## src/rtl/cluster_ldst_scheduler.sv

```systemverilog
// Purpose : global sequencer for vector loads/stores; splits one instruction into
//           per-cluster slices following the cluster/lane element interleave,
//           issues each slice independently and aggregates completions.
// Latency : accept -> cl_valid_o 1 cycle; last accepted done -> resp_valid_o 1 cycle;
//           vl = 0 accept -> resp_valid_o 1 cycle; resp handshake -> req_ready_o 1 cycle.
// Backpr. : one instruction in flight; req_ready_o stays low from accept until the
//           response handshake. Each cluster command is held until its own ready.
// Ports   : clk_i/rst_i (sync, active-high); req_* dispatch request (valid/ready);
//           cl_* per-cluster command (valid/ready), completion pulse and error;
//           resp_* aggregated response (valid/ready) with OR-ed error.
// All outputs are decoded from registers only; no input reaches an output combinationally.
module cluster_ldst_scheduler #(
   parameter int unsigned NrLanes    = 4,
   parameter int unsigned NrClusters = 4,
   parameter int unsigned AddrWidth  = 64,
   parameter int unsigned VlWidth    = 16
) (
   input  logic                            clk_i,
   input  logic                            rst_i,
   // Dispatch request
   input  logic                            req_valid_i,
   output logic                            req_ready_o,
   input  logic                            req_store_i,
   input  logic [AddrWidth-1:0]            req_addr_i,
   input  logic [VlWidth-1:0]              req_vl_i,
   input  logic [1:0]                      req_vsew_i,
   // Per-cluster command
   output logic [NrClusters-1:0]           cl_valid_o,
   input  logic [NrClusters-1:0]           cl_ready_i,
   output logic [NrClusters-1:0]           cl_store_o,
   output logic [NrClusters*AddrWidth-1:0] cl_addr_o,
   output logic [NrClusters*VlWidth-1:0]   cl_vl_o,
   output logic [NrClusters*2-1:0]         cl_vsew_o,
   // Per-cluster completion
   input  logic [NrClusters-1:0]           cl_done_i,
   input  logic [NrClusters-1:0]           cl_err_i,
   // Aggregated response
   output logic                            resp_valid_o,
   input  logic                            resp_ready_i,
   output logic                            resp_err_o
);

   localparam int unsigned LogLanes = $clog2(NrLanes);
   localparam int unsigned LogGroup = $clog2(NrClusters * NrLanes);
   localparam logic [VlWidth-1:0] GroupMask = VlWidth'(NrClusters * NrLanes - 1);
   localparam logic [VlWidth-1:0] LanesVl   = VlWidth'(NrLanes);

   typedef enum logic [1:0] {
      IDLE  = 2'd0,
      ISSUE = 2'd1,
      WAIT  = 2'd2,
      RESP  = 2'd3
   } state_e;

   typedef struct packed {
      logic [AddrWidth-1:0] addr;
      logic [VlWidth-1:0]   vl;
   } slice_t;

   state_e                  state_q, state_d;
   logic                    req_ready_q;
   slice_t [NrClusters-1:0] slice_q, slice_d;
   logic                    store_q;
   logic [1:0]              vsew_q;
   logic [NrClusters-1:0]   pend_q, pend_d;
   logic [NrClusters-1:0]   issued_q, issued_n;
   logic [NrClusters-1:0]   done_q, done_n;
   logic                    err_q, err_n;

   logic                    req_fire;
   logic [NrClusters-1:0]   cl_valid;
   logic [NrClusters-1:0]   issue_fire;
   logic [NrClusters-1:0]   done_acc;

   logic [VlWidth-1:0]      vl_rem;
   logic [VlWidth-1:0]      vl_rounds;
   logic [VlWidth-1:0]      lane_lo;
   logic [VlWidth-1:0]      tail;

   // ---------------------------------------------------------------------
   // Slice computation. Full rounds of G elements give every cluster
   // NrLanes elements; the remainder r fills clusters in order, NrLanes each.
   // ---------------------------------------------------------------------
   always_comb begin
      vl_rem    = req_vl_i & GroupMask;
      vl_rounds = (req_vl_i >> LogGroup) << LogLanes;
      lane_lo   = '0;
      tail      = '0;
      slice_d   = '0;
      pend_d    = '0;
      for (int unsigned c = 0; c < NrClusters; c++) begin
         lane_lo = VlWidth'(c * NrLanes);
         tail    = (vl_rem > lane_lo) ? (vl_rem - lane_lo) : '0;
         if (tail > LanesVl) begin
            tail = LanesVl;
         end
         slice_d[c].vl   = vl_rounds + tail;
         slice_d[c].addr = req_addr_i + (AddrWidth'(c * NrLanes) << req_vsew_i);
         pend_d[c]       = (vl_rounds + tail) != '0;
      end
   end

   // ---------------------------------------------------------------------
   // Handshakes and completion bookkeeping.
   // A done only counts once its cluster's command has been taken, either
   // earlier or on the very same edge (issued_n includes this cycle's fire).
   // ---------------------------------------------------------------------
   always_comb begin
      req_fire   = req_valid_i & req_ready_q;
      cl_valid   = (state_q == ISSUE) ? (pend_q & ~issued_q) : '0;
      issue_fire = cl_valid & cl_ready_i;
      issued_n   = issued_q | issue_fire;
      done_acc   = '0;
      if (state_q == ISSUE || state_q == WAIT) begin
         done_acc = cl_done_i & pend_q & issued_n & ~done_q;
      end
      done_n = done_q | done_acc;
      err_n  = err_q | (|(done_acc & cl_err_i));
   end

   // ---------------------------------------------------------------------
   // State register
   // ---------------------------------------------------------------------
   always_ff @(posedge clk_i) begin
      if (rst_i) begin
         state_q <= IDLE;
      end else begin
         state_q <= state_d;
      end
   end

   // ---------------------------------------------------------------------
   // Next-state logic. ISSUE may skip WAIT when the final issue and the
   // final done coincide.
   // ---------------------------------------------------------------------
   always_comb begin
      state_d = state_q;
      unique case (state_q)
         IDLE: begin
            if (req_fire) begin
               state_d = (req_vl_i == '0) ? RESP : ISSUE;
            end
         end
         ISSUE: begin
            if ((issued_n & pend_q) == pend_q) begin
               state_d = (&done_n) ? RESP : WAIT;
            end
         end
         WAIT: begin
            if (&done_n) begin
               state_d = RESP;
            end
         end
         RESP: begin
            if (resp_ready_i) begin
               state_d = IDLE;
            end
         end
         default: state_d = IDLE;
      endcase
   end

   // ---------------------------------------------------------------------
   // Datapath registers. req_ready is its own flop so that it reads low
   // for the whole time reset is held and rises on the first clean edge.
   // ---------------------------------------------------------------------
   always_ff @(posedge clk_i) begin
      if (rst_i) begin
         req_ready_q <= 1'b0;
         slice_q     <= '0;
         store_q     <= 1'b0;
         vsew_q      <= '0;
         pend_q      <= '0;
         issued_q    <= '0;
         done_q      <= '0;
         err_q       <= 1'b0;
      end else begin
         req_ready_q <= (state_d == IDLE);
         if (req_fire) begin
            slice_q  <= slice_d;
            store_q  <= req_store_i;
            vsew_q   <= req_vsew_i;
            pend_q   <= pend_d;
            done_q   <= ~pend_d;
            issued_q <= '0;
            err_q    <= 1'b0;
         end else begin
            issued_q <= issued_n;
            done_q   <= done_n;
            err_q    <= err_n;
         end
      end
   end

   // ---------------------------------------------------------------------
   // Output decode (registers only)
   // ---------------------------------------------------------------------
   always_comb begin
      req_ready_o  = req_ready_q;
      cl_valid_o   = cl_valid;
      resp_valid_o = (state_q == RESP);
      resp_err_o   = (state_q == RESP) & err_q;
      cl_store_o   = {NrClusters{store_q}};
      cl_vsew_o    = {NrClusters{vsew_q}};
      cl_addr_o    = '0;
      cl_vl_o      = '0;
      for (int unsigned c = 0; c < NrClusters; c++) begin
         cl_addr_o[c*AddrWidth +: AddrWidth] = slice_q[c].addr;
         cl_vl_o[c*VlWidth +: VlWidth]       = slice_q[c].vl;
      end
   end

endmodule

```

## config.mk

```make
export PLATFORM = sky130hd
export DESIGN_NAME = cluster_ldst_scheduler
export DESIGN_NICKNAME = d
export VERILOG_FILES = /design/src/rtl/cluster_ldst_scheduler.sv
export SDC_FILE = /design/constraint.sdc
export NUM_CORES = 1
export LEC_CHECK = 0
export BUFFER_PORTS_ARGS = -buffer_cell sky130_fd_sc_hd__buf_2
export CELL_PAD_IN_SITES_DETAIL_PLACEMENT = 0
export CELL_PAD_IN_SITES_GLOBAL_PLACEMENT = 1
export CORE_MARGIN = 5
export CORE_UTILIZATION = 40
export DETAILED_ROUTE_END_ITERATION = 16
export PLACE_DENSITY = 0.8
export SETUP_SLACK_MARGIN = 0.2
export SLEW_MARGIN = 20
export SYNTH_ARGS = -nofsm -noshare
export SYNTH_HDL_FRONTEND = slang
export SYNTH_SLANG_ARGS = --single-unit
export TNS_END_PERCENT = 1
```

## constraint.sdc

```tcl
create_clock -name clk_i -period 4.9 [get_ports clk_i]
set_input_delay 0.735 -clock clk_i [delete_from_list [all_inputs] [get_ports clk_i]]
set_output_delay 0.735 -clock clk_i [all_outputs]
set_load 0.01 [all_outputs]
```

==> flow_summary.toml <==
[grt]
grt_usage_pct = 28.8
grt_pass1_vias = 17400
grt_max_degree = 234
grt_first_pass_wirelength_mm = 112
grt-ovfl-total = 0
antenna_found_initial = 1

[cts]
cts_resized = 0
cts-htree-levels = 2
cts.hold.buffers_added = 0
clk-insertion-delay-late_ns = 0.57
cts_tree = "yes"
clock_path_buffers = 3
post_cts_buffers = 0
clock-root-buffer = "clkbuf_16"
path_clk_slew_ns = 0.06
cts_sinks = 330
numCtsBuffers = 40

[place]
placed_area_um2 = 20500
io_buffers = 436
gp_congestion = 0.952
place_hpwl_mm = 57.3

[worst_setup_path]
cp-start-kind = "input pin"
critical-path-max-stage-delay_ns = 0.88
critPathKind = "in2reg"
crit_required_ns = 5.30
critPathLaunch = "req_vsew_i[1]"
r2r-start = "state_q[1]"
cp_cell_sequence = "buf_2 -> inv_1 -> ha_1 -> ha_1 -> inv_1 -> fa_1 -> nor2b_1 -> o21ai_1 -> a21oi_1 -> nand3_1 -> xor2_1 -> a21oi_1"
crit_fanout = 8
ff2ff_setup_slack_ns = 2.36
endpoint_kind = "register"
cp_slowest_cell = "a21oi_1"
arrival_ns = 3.87

[final_layout]
num-nets-final = 2782
fillCellCount = 4580
final_cell_area_um2 = 21900
drive_above_1_share_pct = 21.6
syn2layout_area_growth_pct = 19.9

[synthesis]
ys.flop_type = "dfxtp_1"
async_reset_ff_share_pct = 0
synthCells = 2282
syn_area_per_cell_um2 = 7.99
synth_edf_count = 0
synth-seq-cells = 330
synth.most_common_cell = "dfxtp_1"
synth.top_cells.by_area = "dfxtp_1 36%, a21oi_1 6.8%, nand2_1 6.1%"
synth_top_area_share_pct = 36.2
ys_top_cells_by_count = "330 x dfxtp_1, 294 x nand2_1, 247 x a21oi_1"
synth_area_um2 = 18200
synthDistinctLibCells = 86
yosys_warnings = 0
yosysSeqAreaShare_pct = 36.2
yosys.area.top_type = "dfxtp_1"

[die]
dieWidth_um = 224
die_h_um = 224
die-area_um2 = 50000
start_util_pct = 40.3
std_cell_rows = 78
core_um2 = 45300
io-pin-count = 438

[sta]
final.setup.tns_ns = 0
fin_crit_sh_pct = 70.8
finalHoldViolCount = 0
finClkSkew_ns = 0.0220
post-route-min-period_ns = 3.47
setup_viol_count_final = 0
maxSlewHeadroom_pct = 28.4
worst_pin_slew_ns = 1.07
slew_viol_final = 0
fmax_ghz = 0.288
rsz0062_at_grt = "no"

[routing]
routedWlPerCell_um = 23.4
vias_per_cell = 5.67
antenna_left = 0
vias = 18400
drc_errors = 0
dr.pass1.iters = 5
finalWirelength_mm = 75.8
drt_iter0_drc = 1431

[run_status]
outcome = "completed"

[flow_run]
drv_cap = 0

[min_path]
hold_path_class = "in2reg"
min-delay-start = "req_addr_i[1]"

[power_and_ir_drop]
powerDensity_nw_per_um2 = 425
vdd_ir_drop_max_v = 0.000271
power.leakage_nw = 8.87
layout make-up:
class / count / area [µm²] / share of cell area, %
clock buffers: 58 / 1180 / 5.40
repair buffers: 454 / 2350 / 10.8
flip-flops and latches: 330 / 6610 / 30.2
diodes: 1 / 2.50 / 0.0114
multi-input cells: 1752 / 10700 / 49.0
inverters: 33 / 125 / 0.572
well taps: 600 / 751 / 3.43
clock inverters: 13 / 139 / 0.635
critical path: cells and delay by family:
family                     cells  cell delay [ns]
AOI/OAI and AO/OA              3             1.29
adders and majority gates      3             0.80
xor gates and xnor gates       1             0.23
and+or+nand+nor                2             0.46
buffers and inverters          3             0.34
kinds of logic (layout without fill, tap and decap cells):
family          count (synthesis)  after routing  share of synthesized area [%]
mux                            10             10                          0.583
buf+inv                       236            558                           5.86
flops                         330            330                           36.2
simple gates                  855            855                           23.5
other cells                     2             39                         0.0412
fa+ha+maj                      72             72                           5.23
compound gates                597            597                           19.9
xor+xnor                      180            180                           8.65
state kept, by name, indices dropped and copies added, names as in the netlist:
| name | cells |
|---|---|
| cl_vl_o | 63 |
| req_ready_o | 1 |
| store_q | 1 |
| done_q | 4 |
| pend_q | 4 |
| issued_q | 4 |
| state_q | 2 |
| vsew_q | 2 |
| cl_addr_o | 248 |
| err_q | 1 |
final timing paths:
kind,endpoint,depth (start not counted)
min,cl_addr_o[1],3
max reg2reg,req_ready_o,8
max,cl_addr_o[177],12
min reg2reg,cl_addr_o[9],2
where the power goes:
| part | total (W) | internal [W] | switching [W] |
|---|---|---|---|
| Sequential | 0.00350 | 0.00319 | 0.000313 |
| Combinational | 0.00278 | 0.000945 | 0.00183 |
| Clock | 0.00300 | 0.00178 | 0.00122 |
| Total | 0.00928 | 0.00592 | 0.00337 |
per-stage QoR:
| stage | worst slack (ns) | utilization [%] | std cells | power, W | hold WS [ns] |
|---|---|---|---|---|---|
| after CTS | 1.48 | 48.3 | 3240 | 0.00933 | 0.367 |
| after global routing | 1.26 | 48.3 | 3240 | 0.00976 | 0.410 |
| after global placement | 1.06 | 45.4 | 3169 | 0.00627 | 0.439 |
| final | 1.43 | 48.3 | 3241 | 0.00928 | 0.407 |
| after floorplan | 1.42 | - | 2318 | 0.00515 | 0.445 |
| after detailed placement | 0.908 | 45.4 | 3169 | 0.00630 | 0.445 |
routing by layer:
layer / part of all wire, % / track usage [%] / vias to the layer above
li1: - / - / 8701
met3: 8.7 / 6.67 / 121
met4: 3.0 / 8.83 / 0
met5: 0 / 0 / -
met2: 44 / 45.0 / 749
met1: 44 / 39.7 / 8798
cell usage in the layout (no fill, tap or decap), drive strengths merged, types with 8 or more instances in the layout:
master / synthesis / layout
o21ai: 140 / 140
conb: 2 / 38
xor2: 70 / 70
nand2: 294 / 294
ha: 65 / 65
a311oi: 17 / 17
and4: 17 / 17
nand3: 73 / 73
nor3: 72 / 72
nor4: 37 / 37
nor2: 191 / 191
and2: 18 / 18
or4: 10 / 10
buf: 87 / 453
dfxtp: 330 / 330
clkbuf: 116 / 59
or3: 30 / 30
nand4: 49 / 49
clkinv: 0 / 9
a21o: 18 / 18
a211oi: 94 / 94
and3: 23 / 23
o21a: 8 / 8
a21oi: 247 / 247
xnor2: 110 / 110
inv: 33 / 33
(Power assumes the default switching activity.)
